==> src/rtl/int_ctrl.sv <==
// Four-line priority interrupt controller with a 16-byte memory-mapped register window.
// Define INT_CTRL_SYNC_EN to insert a 2-flop synchronizer on each INT line.
module int_ctrl #(
  parameter logic [31:0] BASE_ADDR = 32'h0000_0F00
) (
  input  logic        clk,
  input  logic        rst,
  input  logic [3:0]  INT,
  input  logic        we,
  input  logic [31:0] addr,
  input  logic [31:0] wdata,
  output logic [31:0] rdata,
  output logic        int_req,
  output logic [1:0]  int_id,
  input  logic        int_ack
);

  typedef enum logic [1:0] {
    IDLE    = 2'd0,
    REQ     = 2'd1,
    SERVICE = 2'd2
  } state_t;

  localparam logic [1:0] OFF_PEND   = 2'd0;
  localparam logic [1:0] OFF_MASK   = 2'd1;
  localparam logic [1:0] OFF_STATUS = 2'd2;
  localparam logic [1:0] OFF_EOI    = 2'd3;

  state_t     state, state_nxt;
  logic [1:0] int_id_nxt;
  logic [3:0] pend, pend_nxt;
  logic [3:0] mask, mask_nxt;
  logic [3:0] int_s;
  logic [3:0] int_prev;
  logic [3:0] edge_set;
  logic [3:0] ack_clr;
  logic [3:0] w1c;
  logic [3:0] masked;
  logic [1:0] arm_cnt;
  logic       armed;
  logic       in_window;
  logic       wr_pend, wr_mask, wr_eoi;
  logic [4:0] status;

`ifdef INT_CTRL_SYNC_EN
  localparam logic [1:0] ARM_LAST = 2'd3;
  logic [3:0] sync1, sync2;

  always_ff @(posedge clk or negedge rst) begin
    if (!rst) begin
      sync1 <= '0;
      sync2 <= '0;
    end else begin
      sync1 <= INT;
      sync2 <= sync1;
    end
  end

  assign int_s = sync2;
`else
  localparam logic [1:0] ARM_LAST = 2'd1;
  assign int_s = INT;
`endif

  // A line already high when reset releases must not look like a fresh edge,
  // so edge detection stays disarmed until the sample path has filled.
  assign armed = (arm_cnt == ARM_LAST);

  assign in_window = (addr[31:4] == BASE_ADDR[31:4]);
  assign wr_pend   = we && in_window && (addr[3:2] == OFF_PEND);
  assign wr_mask   = we && in_window && (addr[3:2] == OFF_MASK);
  assign wr_eoi    = we && in_window && (addr[3:2] == OFF_EOI);

  logic unused_bits;
  assign unused_bits = ^{addr[1:0], wdata[31:4]};

  assign edge_set = armed ? (int_s & ~int_prev) : 4'b0000;
  assign ack_clr  = (state == REQ && int_ack) ? (4'b0001 << int_id) : 4'b0000;
  assign w1c      = wr_pend ? wdata[3:0] : 4'b0000;
  // Edge set is OR'ed in last so it beats a clear on the same bit.
  assign pend_nxt = (pend & ~(w1c | ack_clr)) | edge_set;
  assign mask_nxt = wr_mask ? wdata[3:0] : mask;
  assign masked   = pend & mask;

  function automatic logic [1:0] lowest_set(input logic [3:0] v);
    logic [1:0] idx;
    idx = 2'd0;
    for (int i = 3; i >= 0; i--) begin
      if (v[i]) idx = 2'(i);
    end
    return idx;
  endfunction

  // NOTE: every state register takes the async reset; nothing here is a memory array.
  always_ff @(posedge clk or negedge rst) begin
    if (!rst) begin
      state    <= IDLE;
      int_id   <= 2'd0;
      pend     <= 4'b0000;
      mask     <= 4'b0000;
      int_prev <= 4'b0000;
      arm_cnt  <= 2'd0;
    end else begin
      state    <= state_nxt;
      int_id   <= int_id_nxt;
      pend     <= pend_nxt;
      mask     <= mask_nxt;
      int_prev <= int_s;
      if (!armed) arm_cnt <= arm_cnt + 2'd1;
    end
  end

  // NOTE: defaults first so no path through the case leaves an output unassigned (no latches).
  always_comb begin
    state_nxt  = state;
    int_id_nxt = int_id;
    case (state)
      IDLE: begin
        if (|masked) begin
          state_nxt  = REQ;
          int_id_nxt = lowest_set(masked);
        end
      end
      REQ: begin
        if (int_ack) begin
          state_nxt = SERVICE;
        end else if (!(pend_nxt[int_id] && mask_nxt[int_id])) begin
          state_nxt  = IDLE;
          int_id_nxt = 2'd0;
        end
      end
      SERVICE: begin
        if (wr_eoi) begin
          state_nxt  = IDLE;
          int_id_nxt = 2'd0;
        end
      end
      default: begin
        state_nxt  = IDLE;
        int_id_nxt = 2'd0;
      end
    endcase
  end

  assign int_req = (state == REQ);
  assign status  = {state, int_id, (state == SERVICE)};

  always_comb begin
    rdata = 32'd0;
    if (in_window) begin
      case (addr[3:2])
        OFF_PEND:   rdata = {28'd0, pend};
        OFF_MASK:   rdata = {28'd0, mask};
        OFF_STATUS: rdata = {27'd0, status};
        default:    rdata = 32'd0;
      endcase
    end
  end

endmodule
==> config.mk <==
export PLATFORM = sky130hd
export DESIGN_NAME = int_ctrl
export DESIGN_NICKNAME = d
export VERILOG_FILES = /design/src/rtl/int_ctrl.sv
export SDC_FILE = /design/constraint.sdc
export NUM_CORES = 1
export LEC_CHECK = 0
export BUFFER_PORTS_ARGS = -buffer_cell sky130_fd_sc_hd__clkbuf_2
export CORE_MARGIN = 2
export CORE_UTILIZATION = 30
export CTS_CLUSTER_SIZE = 40
export DETAILED_ROUTE_END_ITERATION = 12
export PLACE_DENSITY_LB_ADDON = 0.25
export SYNTH_ARGS = -nofsm -noshare
export SYNTH_HDL_FRONTEND = slang
export SYNTH_SLANG_ARGS = --single-unit
==> constraint.sdc <==
create_clock -name clk -period 2.6 [get_ports clk]
set_input_delay 0.52 -clock clk [delete_from_list [all_inputs] [get_ports clk]]
set_output_delay 0.52 -clock clk [all_outputs]
set_load 0.01 [all_outputs]
* Word level (Yosys, flattened, before mapping)
Index checks and enable logic that the tools add are counted.
** Word-level totals
- Flip-flop bits (word level) :: 18
- Bits in latches :: 0
- Memory bits (writable) :: 0
- Bits in read-only memories :: 0
- Input port bits :: 72
- Output and inout bits :: 35
- Word-level logic and storage cells :: 61
- Memories :: 0
** Operators by class
- Add/sub/neg operators :: 1
- Multipliers :: 0
- Div/mod/pow operators :: 0
- $lt $le $gt $ge :: 1
- Equality and inequality tests :: 12
- Shift-type cells :: 1
- Mux-type cells :: 22
- Bitwise operators :: 7
- Reductions and logical operators :: 11
** Operators by type and width (count)
- $eq A28 B8 Y1 const B :: 1
- $mux W2 :: 10
- $mux W4 :: 4
- $pmux W5 S3 :: 1
- $and A4 B4 Y4 :: 3
- $pmux W2 S3 :: 2
- $ne A2 B2 Y1 const B :: 4
- $not A4 Y4 :: 2
- $or A4 B4 Y4 :: 2
- $eq A2 B1 Y1 const B :: 3
- $eq A2 B2 Y1 const B :: 3
- $logic_and A1 B1 Y1 :: 6
- $mux W5 :: 1
- $bmux W1 S2 :: 2
- $logic_not A2 Y1 :: 2
- $reduce_and A4 Y1 :: 1
- $reduce_or A4 Y1 :: 1
- $shl A1 B2 Y4 const A :: 1
- $lt A2 B3 Y1 const B :: 1
- $ne A3 B3 Y1 const B :: 1
- $reduce_and A3 Y1 :: 1
- $add A2 B1 Y2 const B :: 1
- $mux W1 :: 2

* Longest topological paths before layout
Gate-level depths: netlist of run 1.
- Depth after elaboration :: 14
- Mapped depth :: 7
- Gate-level depth less buffers :: 7

* Worst setup path before layout of run 1
Ideal clock, no wire load.
- Kind :: in2out
- Start :: in addr[15]
- End :: out rdata[0]
- Data arrival time :: 1.772 ns
- Required time :: 2.080 ns
- Setup slack :: 0.308 ns
- Stages on the path :: 4
- Path buffers :: 0
- Cells stage by stage :: or4_4 -> nor4_4 -> nand2_1 -> nor2_1
** Between the ends
- Longest elaborated chain between the ends :: 2
** RTL lines
- start: declaration :: line 10 : input logic [31:0] addr,
- $eq A28 B8 Y1 :: line 69 : assign in_window = (addr[31:4] == BASE_ADDR[31:4]);
- $mux W5 :: line 150 : if (in_window) begin
- end: declaration :: line 12 : output logic [31:0] rdata,
No other way between the ends.

* Worst setup path after layout of run 1
- Start :: in addr[15]
- End :: out rdata[1]
Same word-level chain as after synthesis.

==> impl_results.md, run 1 <==
- Most used cell, CP: clkbuf_2
- End-of-flow core utilization: 36.4%
- DP Wirelength: 2.60 mm
- Post-DRT Antenna Nets: 0
- Core area: 4660 sq um
- Initial Utilization: 30.6%
- Critical path's largest stage delay: 540 ps
- Final setup vio count: 0
- GP Congestion: 0.723
- Via/cell ratio: 4.95
- Top_reg_cell synth: dfrtp_1
- Clk Latency, worst-skew pair: 270 ps
- Most frequent cells in the layout: clkbuf_2, conb_1, dfrtp_1
- Inserted Diodes: 0
- Root Buffer: clkbuf_8
- Rows: 25
- CTS tree: yes
- Placed Cells: 255
- IO buf count: 49
- Vias post-DR: 1283
- Vias in the first global route: 1159
- Register area share after synthesis: 31.6%
- Tot Pwr: 605 uW
- Leak: 0.000830 uW
- Unrepaired setup endpoints after global routing: no
- Critical path data arrival time: 1880 ps
- H-tree depth: 1
- Post-Layout Inst Area: 1700 sq um
- Worst vdd ir: 0.000254 V
- Post-synthesis register bit count: 18
- Crit. End Element: output port
- Post-synth ARST share: 100%
- Total track usage: 13.2%
- DP Area: 1640 sq um
- Filler cells: 478
- DRT Pass-1 Iters: 5
- Tmin final: 2400 ps
- Max cap viols: 0
- Unique masters post-synth: 46
- Postcts setup bufs: 0
- Clock Pin Slew Worst Setup and Hold Paths: 70 ps
- Die height: 73.0 um
- Commonest non-fill, non-tap cell in the layout: clkbuf_2
- Total grt overflow: 0
- Initial antenna violation count: 0
- Total Wirelength: 3.30 mm
- Largest delay share family, worst path: simple AND/OR/NAND/NOR gates
- Fmax: 0.416 GHz
- Final setup TNS: 0 ps
- Die width: 73.0 um
- CP max stage cell: or4_4
- Final std cells w/o fill: 259
- Yosys synthesis warning count: 0
- Crit-path max FO: 5
- Crit path kind: input pin to output port
- Hold Buf Count CTS: 0
- CP Cell Sequence: clkbuf_2 -> or4_4 -> nor4_4 -> nand2_1 -> nor2_1 -> clkbuf_2
- Synthesized area per cell: 9.27 sq um
- Post-synthesis cell area: 1430 sq um
- Final Skew: 8.68 ps
- P&R area growth vs syn: 18.8%
- Largest net degree at the start of global routing: 19
- I/O pin cnt: 107
- Status: finished, final reports clean
- DR iter-0 viols: 44
- Final nets: 279
- WP buf/inv: 2
- Final Max Tran Viols: 0
- Hold/Removal Path Class: input pin to asynchronous set/reset pin
- Syn Inst Count: 154
- Residual DRC: 0
- P per Cell Area: 357 nW/um^2
- Required time at the worst-slack endpoint: 2080 ps
- WL/cell: 12.8 um
- DIE AREA: 5330 sq um
- Final Hold Vio Count: 0
- Post-synth EDFFs: 0
- CTS Buffer Depth: 2
- Tcrit/Tclk final: 92.5%
- CTS buffer count: 3
- First-pass GRT wire length: 5.40 mm
- CTS sink cnt: 18
- Critical Path Start Type: input pin
- Layout cells sized above 1: 30.7%
- Post-cts resize count: 0
## cell type report
class | instances | area (sq um) | share of cell area (%)
Clock buffer | 4 | 55.1 | 3.25
Inverter | 3 | 11.3 | 0.664
Multi-Input combinational cell | 128 | 843 | 49.7
Sequential cell | 18 | 450 | 26.6
Tap cell | 54 | 67.6 | 3.99
Timing Repair Buffer | 52 | 268 | 15.8
## Yosys cell counts (all sizes together), types with 2 or more instances
master / instances / area, sq um
a21oi: 8 / 40.0
a32oi: 2 / 17.5
and3: 2 / 12.5
and3b: 4 / 35.0
and4: 2 / 17.5
buf: 29 / 213
clkbuf: 2 / 7.51
dfrtp: 18 / 450
inv: 3 / 11.3
mux2: 4 / 45.0
mux2i: 5 / 50.1
mux4: 2 / 45.0
nand2: 7 / 28.8
nand2b: 4 / 25.0
nand3: 2 / 10.0
nand3b: 4 / 30.0
nor2: 9 / 33.8
nor2b: 3 / 18.8
nor3: 3 / 15.0
nor3b: 4 / 30.0
nor4: 3 / 40.0
o21ai: 8 / 40.0
o31ai: 3 / 22.5
or2: 3 / 18.8
or4: 5 / 45.0
## power breakdown
part           leakage, uW  internal, uW  total [uW]  switching (uW)
combinational     0.000586          35.6        84.6            49.0
clock            0.0000288           135         237             102
sequential        0.000216           283         284           0.618
## layer usage
metal	up-vias	part of all wire, %	global-route usage [%]
met5	-	0	0
met4	0	1.7	4.32
met3	9	7.6	3.04
met2	69	48	22.2
met1	592	43	16.7
li1	613	-	-
## state kept, by name, summed over array words and instances (netlist names)
name / flops
mask: 4
arm_cnt: 2
pend: 4
int_id: 2
state: 2
int_prev: 4
## cells by family after synthesis
family          after synthesis  synth area share (%)
xor+xnor                      1                 0.614
compound gates               30                  13.7
flops                        18                  31.6
other cells                   1                 0.263
mux                          11                  9.82
fa+ha+maj                     1                 0.876
simple gates                 58                  27.0
buf+inv                      34                  16.2
## worst paths after layout
check                      cells past startpoint  startpoint           to  slack [ps]
setup / recovery                               6    addr[15]     rdata[1]         200
hold / removal                                 1         rst     state[0]         180
setup reg to reg                               7  arm_cnt[1]    int_id[0]         530
hold reg to reg                                1  arm_cnt[0]   arm_cnt[0]         480
max in group asynchronous                      1         rst      mask[3]        2100
min in group clk                               1      INT[2]  int_prev[2]         380
## per-stage QoR
step | hold WS [ps] | worst slack (ps)
6_report | 184 | 195
5_1_grt | 235 | 82.0
4_1_cts | 204 | 175
3_5_place_dp | 468 | 187
3_3_place_gp | 466 | 203
2_1_floorplan | 224 | 308
No activity file was read; power rests on OpenSTA's default activity.
==> run 2, diff against run 1 <==
--- a/config.mk
+++ b/config.mk
@@ -6,8 +6,10 @@
 export NUM_CORES = 1
 export LEC_CHECK = 0
 export BUFFER_PORTS_ARGS = -buffer_cell sky130_fd_sc_hd__clkbuf_2
+export CELL_PAD_IN_SITES_DETAIL_PLACEMENT = 1
+export CELL_PAD_IN_SITES_GLOBAL_PLACEMENT = 1
 export CORE_MARGIN = 2
-export CORE_UTILIZATION = 30
+export CORE_UTILIZATION = 28
 export CTS_CLUSTER_SIZE = 40
 export DETAILED_ROUTE_END_ITERATION = 12
 export PLACE_DENSITY_LB_ADDON = 0.25
==> impl_results.md, run 2 (same netlist as run 1, synthesis figures left out) <==
- I/O pin cnt: 107 (unchanged)
- H-tree depth: 1 (unchanged)
- Worst reg2reg path depth: 7 (unchanged)
- Tmin final: 2410 ps (+4.18 ps)
- First-pass GRT wire length: 6.01 mm (+11%)
- Final Max Tran Viols: 0 (unchanged)
- DP Wirelength: 3.04 mm (+17%)
- Final setup TNS: 0 ps (unchanged)
- Final setup vio count: 0 (unchanged)
- Post-cts resize count: 0 (unchanged)
- P&R area growth vs syn: 19.9%
- Core area: 4820 sq um (+3.4%)
- Clk Latency, worst-skew pair: 260 ps (about the same)
- Initial Utilization: 29.6% (-0.99 points)
- Final nets: 279 (unchanged)
- Clock Pin Slew Worst Setup and Hold Paths: 70 ps (about the same)
- DIE AREA: 5690 sq um (+6.7%)
- Post-DRT Antenna Nets: 0 (unchanged)
- CTS Buffer Depth: 2 (unchanged)
- Rows: 25 (unchanged)
- Residual DRC: 0 (unchanged)
- Status: finished, final reports clean
- Critical path data arrival time: 1890 ps (about the same)
- Layout cells sized above 1: 30.7% (unchanged)
- DRT Pass-1 Iters: 4 (-1)
- Total grt overflow: 0 (unchanged)
- Vias post-DR: 1285 (+0.16%)
- Crit-path max FO: 5 (unchanged)
- Commonest non-fill, non-tap cell in the layout: clkbuf_2
- Biggest regs: int_prev (4), mask (4), pend (4)
- Max cap viols: 0 (unchanged)
- DR iter-0 viols: 29 (-34%)
- Postcts setup bufs: 0 (unchanged)
- End-of-flow core utilization: 35.5% (-0.84 points)
- Die height: 75.4 um (+3.3%)
- Tot Pwr: 604 uW (-0.20%)
- P per Cell Area: 353 nW/um^2 (-1.1%)
- Inserted Diodes: 0 (unchanged)
- Final Skew: 1.71 ps (-6.98 ps)
- WL/cell: 13.6 um (+6.3%)
- Critical Path Start Type: input pin
- Worst R2R End: int_id[0]
- Required time at the worst-slack endpoint: 2080 ps (about the same)
- Vias in the first global route: 1322 (+14%)
- GP Congestion: 0.763 (+5.5%)
- Unrepaired setup endpoints after global routing: no
- Worst R2R Setup Slack: 460 ps (-70 ps)
- Final worst setup slack: 191 ps (-4.18 ps)
- Die width: 75.4 um (+3.3%)
- Tcrit/Tclk final: 92.6% (+0.16 points)
- Total track usage: 13.5% (+0.31 points)
- Total Wirelength: 3.69 mm (+12%)
- Crit. End Element: output port
- Final Hold Vio Count: 0 (unchanged)
- Initial antenna violation count: 0 (unchanged)
- CTS sink cnt: 18 (unchanged)
- Fmax: 0.415 GHz (-0.17%)
- CTS buffer count: 3 (unchanged)
- Via/cell ratio: 4.72 (-4.6%)
- Setup slack at placement: 166 ps (-21.4 ps)
- Leak: 0.000830 uW (unchanged)
- IO buf count: 49 (unchanged)
- Crit path launch: addr[15]
- Hold Buf Count CTS: 0 (unchanged)
- CTS tree: yes
- Crit path kind: input pin to output port
- Largest net degree at the start of global routing: 19 (unchanged)
- Root Buffer: clkbuf_8
- R2R Path Start: arm_cnt[1]
- Worst vdd ir: 0.000317 V (+25%)
- Hold/Removal Path Class: input pin to asynchronous set/reset pin
- Most frequent cells in the layout: clkbuf_2, conb_1, dfrtp_1
run 2: stage by stage:
| step | instance area (sq um) | cells | hold slack, ps |
|---|---|---|---|
| 2_1_floorplan | 1530 | 180 | 224 |
| 3_5_place_dp | 1660 | 268 | 473 |
| 4_1_cts | 1710 | 272 | 213 |
| 3_3_place_gp | 1660 | 268 | 467 |
| 5_1_grt | 1710 | 272 | 225 |
| 6_report | 1710 | 272 | 197 |
run 2: critical path, cell delays in order:
cell,delay (ps)
clkbuf_2,80
or4_4,540
nor4_4,310
nand2_1,170
nor2_1,130
clkbuf_2,130
run 2: per-layer routing:
| layer | global-route usage, % | wire (um) |
|---|---|---|
| met2 | 23.8 | 1900 |
| met4 | 2.73 | 27 |
| met1 | 16.9 | 1560 |
| met5 | 0 | 0 |
| met3 | 3.44 | 205 |
run 2: area by class of cell:
cell class | count | area, sq um
Clock buffer | 4 | 55.1
Fill cell | 617 | 3110
Inverter | 3 | 11.3
Multi-Input combinational cell | 128 | 843
Sequential cell | 18 | 450
Tap cell | 67 | 83.8
Timing Repair Buffer | 52 | 268
run 2: worst max-delay path by stage:
stage / endpoint / slack [ps] / depth (start not counted)
after floorplan: rdata[0] / 310 / 4
after global placement: rdata[3] / 160 / 6
after detailed placement: rdata[3] / 170 / 6
after CTS: rdata[3] / 170 / 6
after global routing: rdata[2] / 60 / 6
final: rdata[3] / 190 / 6
run 2: power breakdown:
group,total (uW),switching [uW],internal (uW)
Combinational,85.0,49.4,35.6
Clock,235,101,135
Sequential,284,0.669,283
Total,604,151,453
==> run 3, diff against run 2 <==
--- a/config.mk
+++ b/config.mk
@@ -9,7 +9,7 @@
 export CELL_PAD_IN_SITES_DETAIL_PLACEMENT = 1
 export CELL_PAD_IN_SITES_GLOBAL_PLACEMENT = 1
 export CORE_MARGIN = 2
-export CORE_UTILIZATION = 28
+export CORE_UTILIZATION = 25
 export CTS_CLUSTER_SIZE = 40
 export DETAILED_ROUTE_END_ITERATION = 12
 export PLACE_DENSITY_LB_ADDON = 0.25
==> impl_results.md, run 3 (same netlist as run 1, synthesis figures left out) <==
- Status: finished, final reports clean
- CTS Buffer Depth: 2 (unchanged)
- Most frequent cells in the layout: clkbuf_2, conb_1, dfrtp_1
- Die width: 79.6 um (+5.5%)
- Die height: 79.6 um (+5.5%)
- Unrepaired setup endpoints after global routing: no
- Hold WS: 189 ps (-7.65 ps)
- Vias in the first global route: 1287 (-2.6%)
- DRT Pass-1 Iters: 4 (unchanged)
- Final setup TNS: 0 ps (unchanged)
- Final Max Tran Viols: 0 (unchanged)
- Clk Latency, worst-skew pair: 270 ps (about the same)
- Critical Path Start Type: input pin
- P&R area growth vs syn: 20.3%
- Core area: 5510 sq um (+14%)
- WL/cell: 13.6 um (+0.62%)
- DIE AREA: 6330 sq um (+11%)
- Final nets: 279 (unchanged)
- CTS buffer count: 3 (unchanged)
- IO buf count: 49 (unchanged)
- Crit. End Element: output port
- Initial Utilization: 25.9% (-3.7 points)
- Hold Buf Count CTS: 0 (unchanged)
- Final std cells w/o fill: 277 (+1.8%)
- Total grt overflow: 0 (unchanged)
- Root Buffer: clkbuf_8
- Critical path data arrival time: 1930 ps (+40 ps)
- Biggest regs: int_prev (4), mask (4), pend (4)
- DR iter-0 viols: 53 (+83%)
- Rows: 27 (+8.0%)
- Worst vdd ir: 0.000144 V (-55%)
- CTS sink cnt: 18 (unchanged)
- DP Wirelength: 3.01 mm (-0.90%)
- Max cap viols: 0 (unchanged)
- Largest net degree at the start of global routing: 19 (unchanged)
- Residual DRC: 0 (unchanged)
- Commonest non-fill, non-tap cell in the layout: clkbuf_2
- Hold/Removal Path Class: input pin to asynchronous set/reset pin
- CTS tree: yes
- Clock Pin Slew Worst Setup and Hold Paths: 80 ps (about the same)
- Via/cell ratio: 4.64 (-1.7%)
- Tcrit/Tclk final: 94.3% (+1.7 points)
- Post-cts resize count: 0 (unchanged)
- Placed Cells: 273 (+1.9%)
- P per Cell Area: 354 nW/um^2 (+0.41%)
- GP Congestion: 0.821 (+7.6%)
- Total track usage: 12.9% (-0.69 points)
- I/O pin cnt: 107 (unchanged)
- Layout cells sized above 1: 30.7% (unchanged)
- Fmax: 0.408 GHz (-1.8%)
- Tmin final: 2450 ps (+44.0 ps)
- First-pass GRT wire length: 6.27 mm (+4.4%)
- Leak: 0.000830 uW (unchanged)
- Final setup vio count: 0 (unchanged)
- Initial antenna violation count: 0 (unchanged)
- Final Hold Vio Count: 0 (unchanged)
- Crit-path max FO: 5 (unchanged)
- H-tree depth: 1 (unchanged)
- Final Skew: 7.86 ps (+6.16 ps)
- Inserted Diodes: 0 (unchanged)
- Crit path kind: input pin to output port
- Post-DRT Antenna Nets: 0 (unchanged)
- Required time at the worst-slack endpoint: 2080 ps (about the same)
- Filler cells: 678 (+9.9%)
- Vias post-DR: 1286 (+0.078%)
- Total Wirelength: 3.78 mm (+2.5%)
- Postcts setup bufs: 0 (unchanged)
-- run 3: cell counts in the layout (fill, tap and decap cells not counted) --
No cell type changed its count.
-- run 3: final cells by class --
type,instances,area [sq um],share of cell area (%)
multi-input combinational,128,843,49.1
sequential,18,450,26.2
timing repair buffer,52,268,15.6
tap,72,90.1,5.24
clock buffer,4,55.1,3.20
inverter,3,11.3,0.655
-- run 3: critical path, stage by stage --
cell and delay [ps]:
clkbuf_2 80, or4_4 530, nor4_4 320, nand2_1 200, nor2_1 140, clkbuf_2 140
-- run 3: power breakdown --
group / total, uW / internal (uW) / leakage, uW / switching (uW)
registers: 284 / 283 / 0.000216 / 0.699
logic: 84.9 / 35.6 / 0.000586 / 49.3
clock network: 240 / 135 / 0.0000288 / 105
-- run 3: worst paths after layout --
kind | cells after the start | end | from | slack, ps
min in group clk | 1 | int_prev[1] | INT[1] | 380
max reg2reg | 7 | state[0] | arm_cnt[1] | 510
min reg2reg | 1 | arm_cnt[0] | arm_cnt[0] | 480
max in group asynchronous | 1 | pend[0] | rst | 2070
min | 1 | state[1] | rst | 190
max | 6 | rdata[3] | addr[15] | 150
-- run 3: routing by layer --
metal	track usage [%]	share of wire, %	routed length [um]	up-vias
li1	-	-	-	616
met1	15.6	43	1640	623
met2	22.5	50	1900	42
met3	2.71	5.1	193	5
met4	4.14	1.3	48	0
met5	0	0	0	-
-- run 3: metrics by stage --
step / utilization (%) / power, uW / setup WS [ps] / cell area (sq um)
after floorplan: - / 362 / 308 / 1530
after global placement: 30.2 / 374 / 144 / 1660
after detailed placement: 30.2 / 375 / 142 / 1660
after CTS: 31.2 / 618 / 140 / 1720
after global routing: 31.2 / 640 / 39.9 / 1720
final: 31.2 / 609 / 147 / 1720
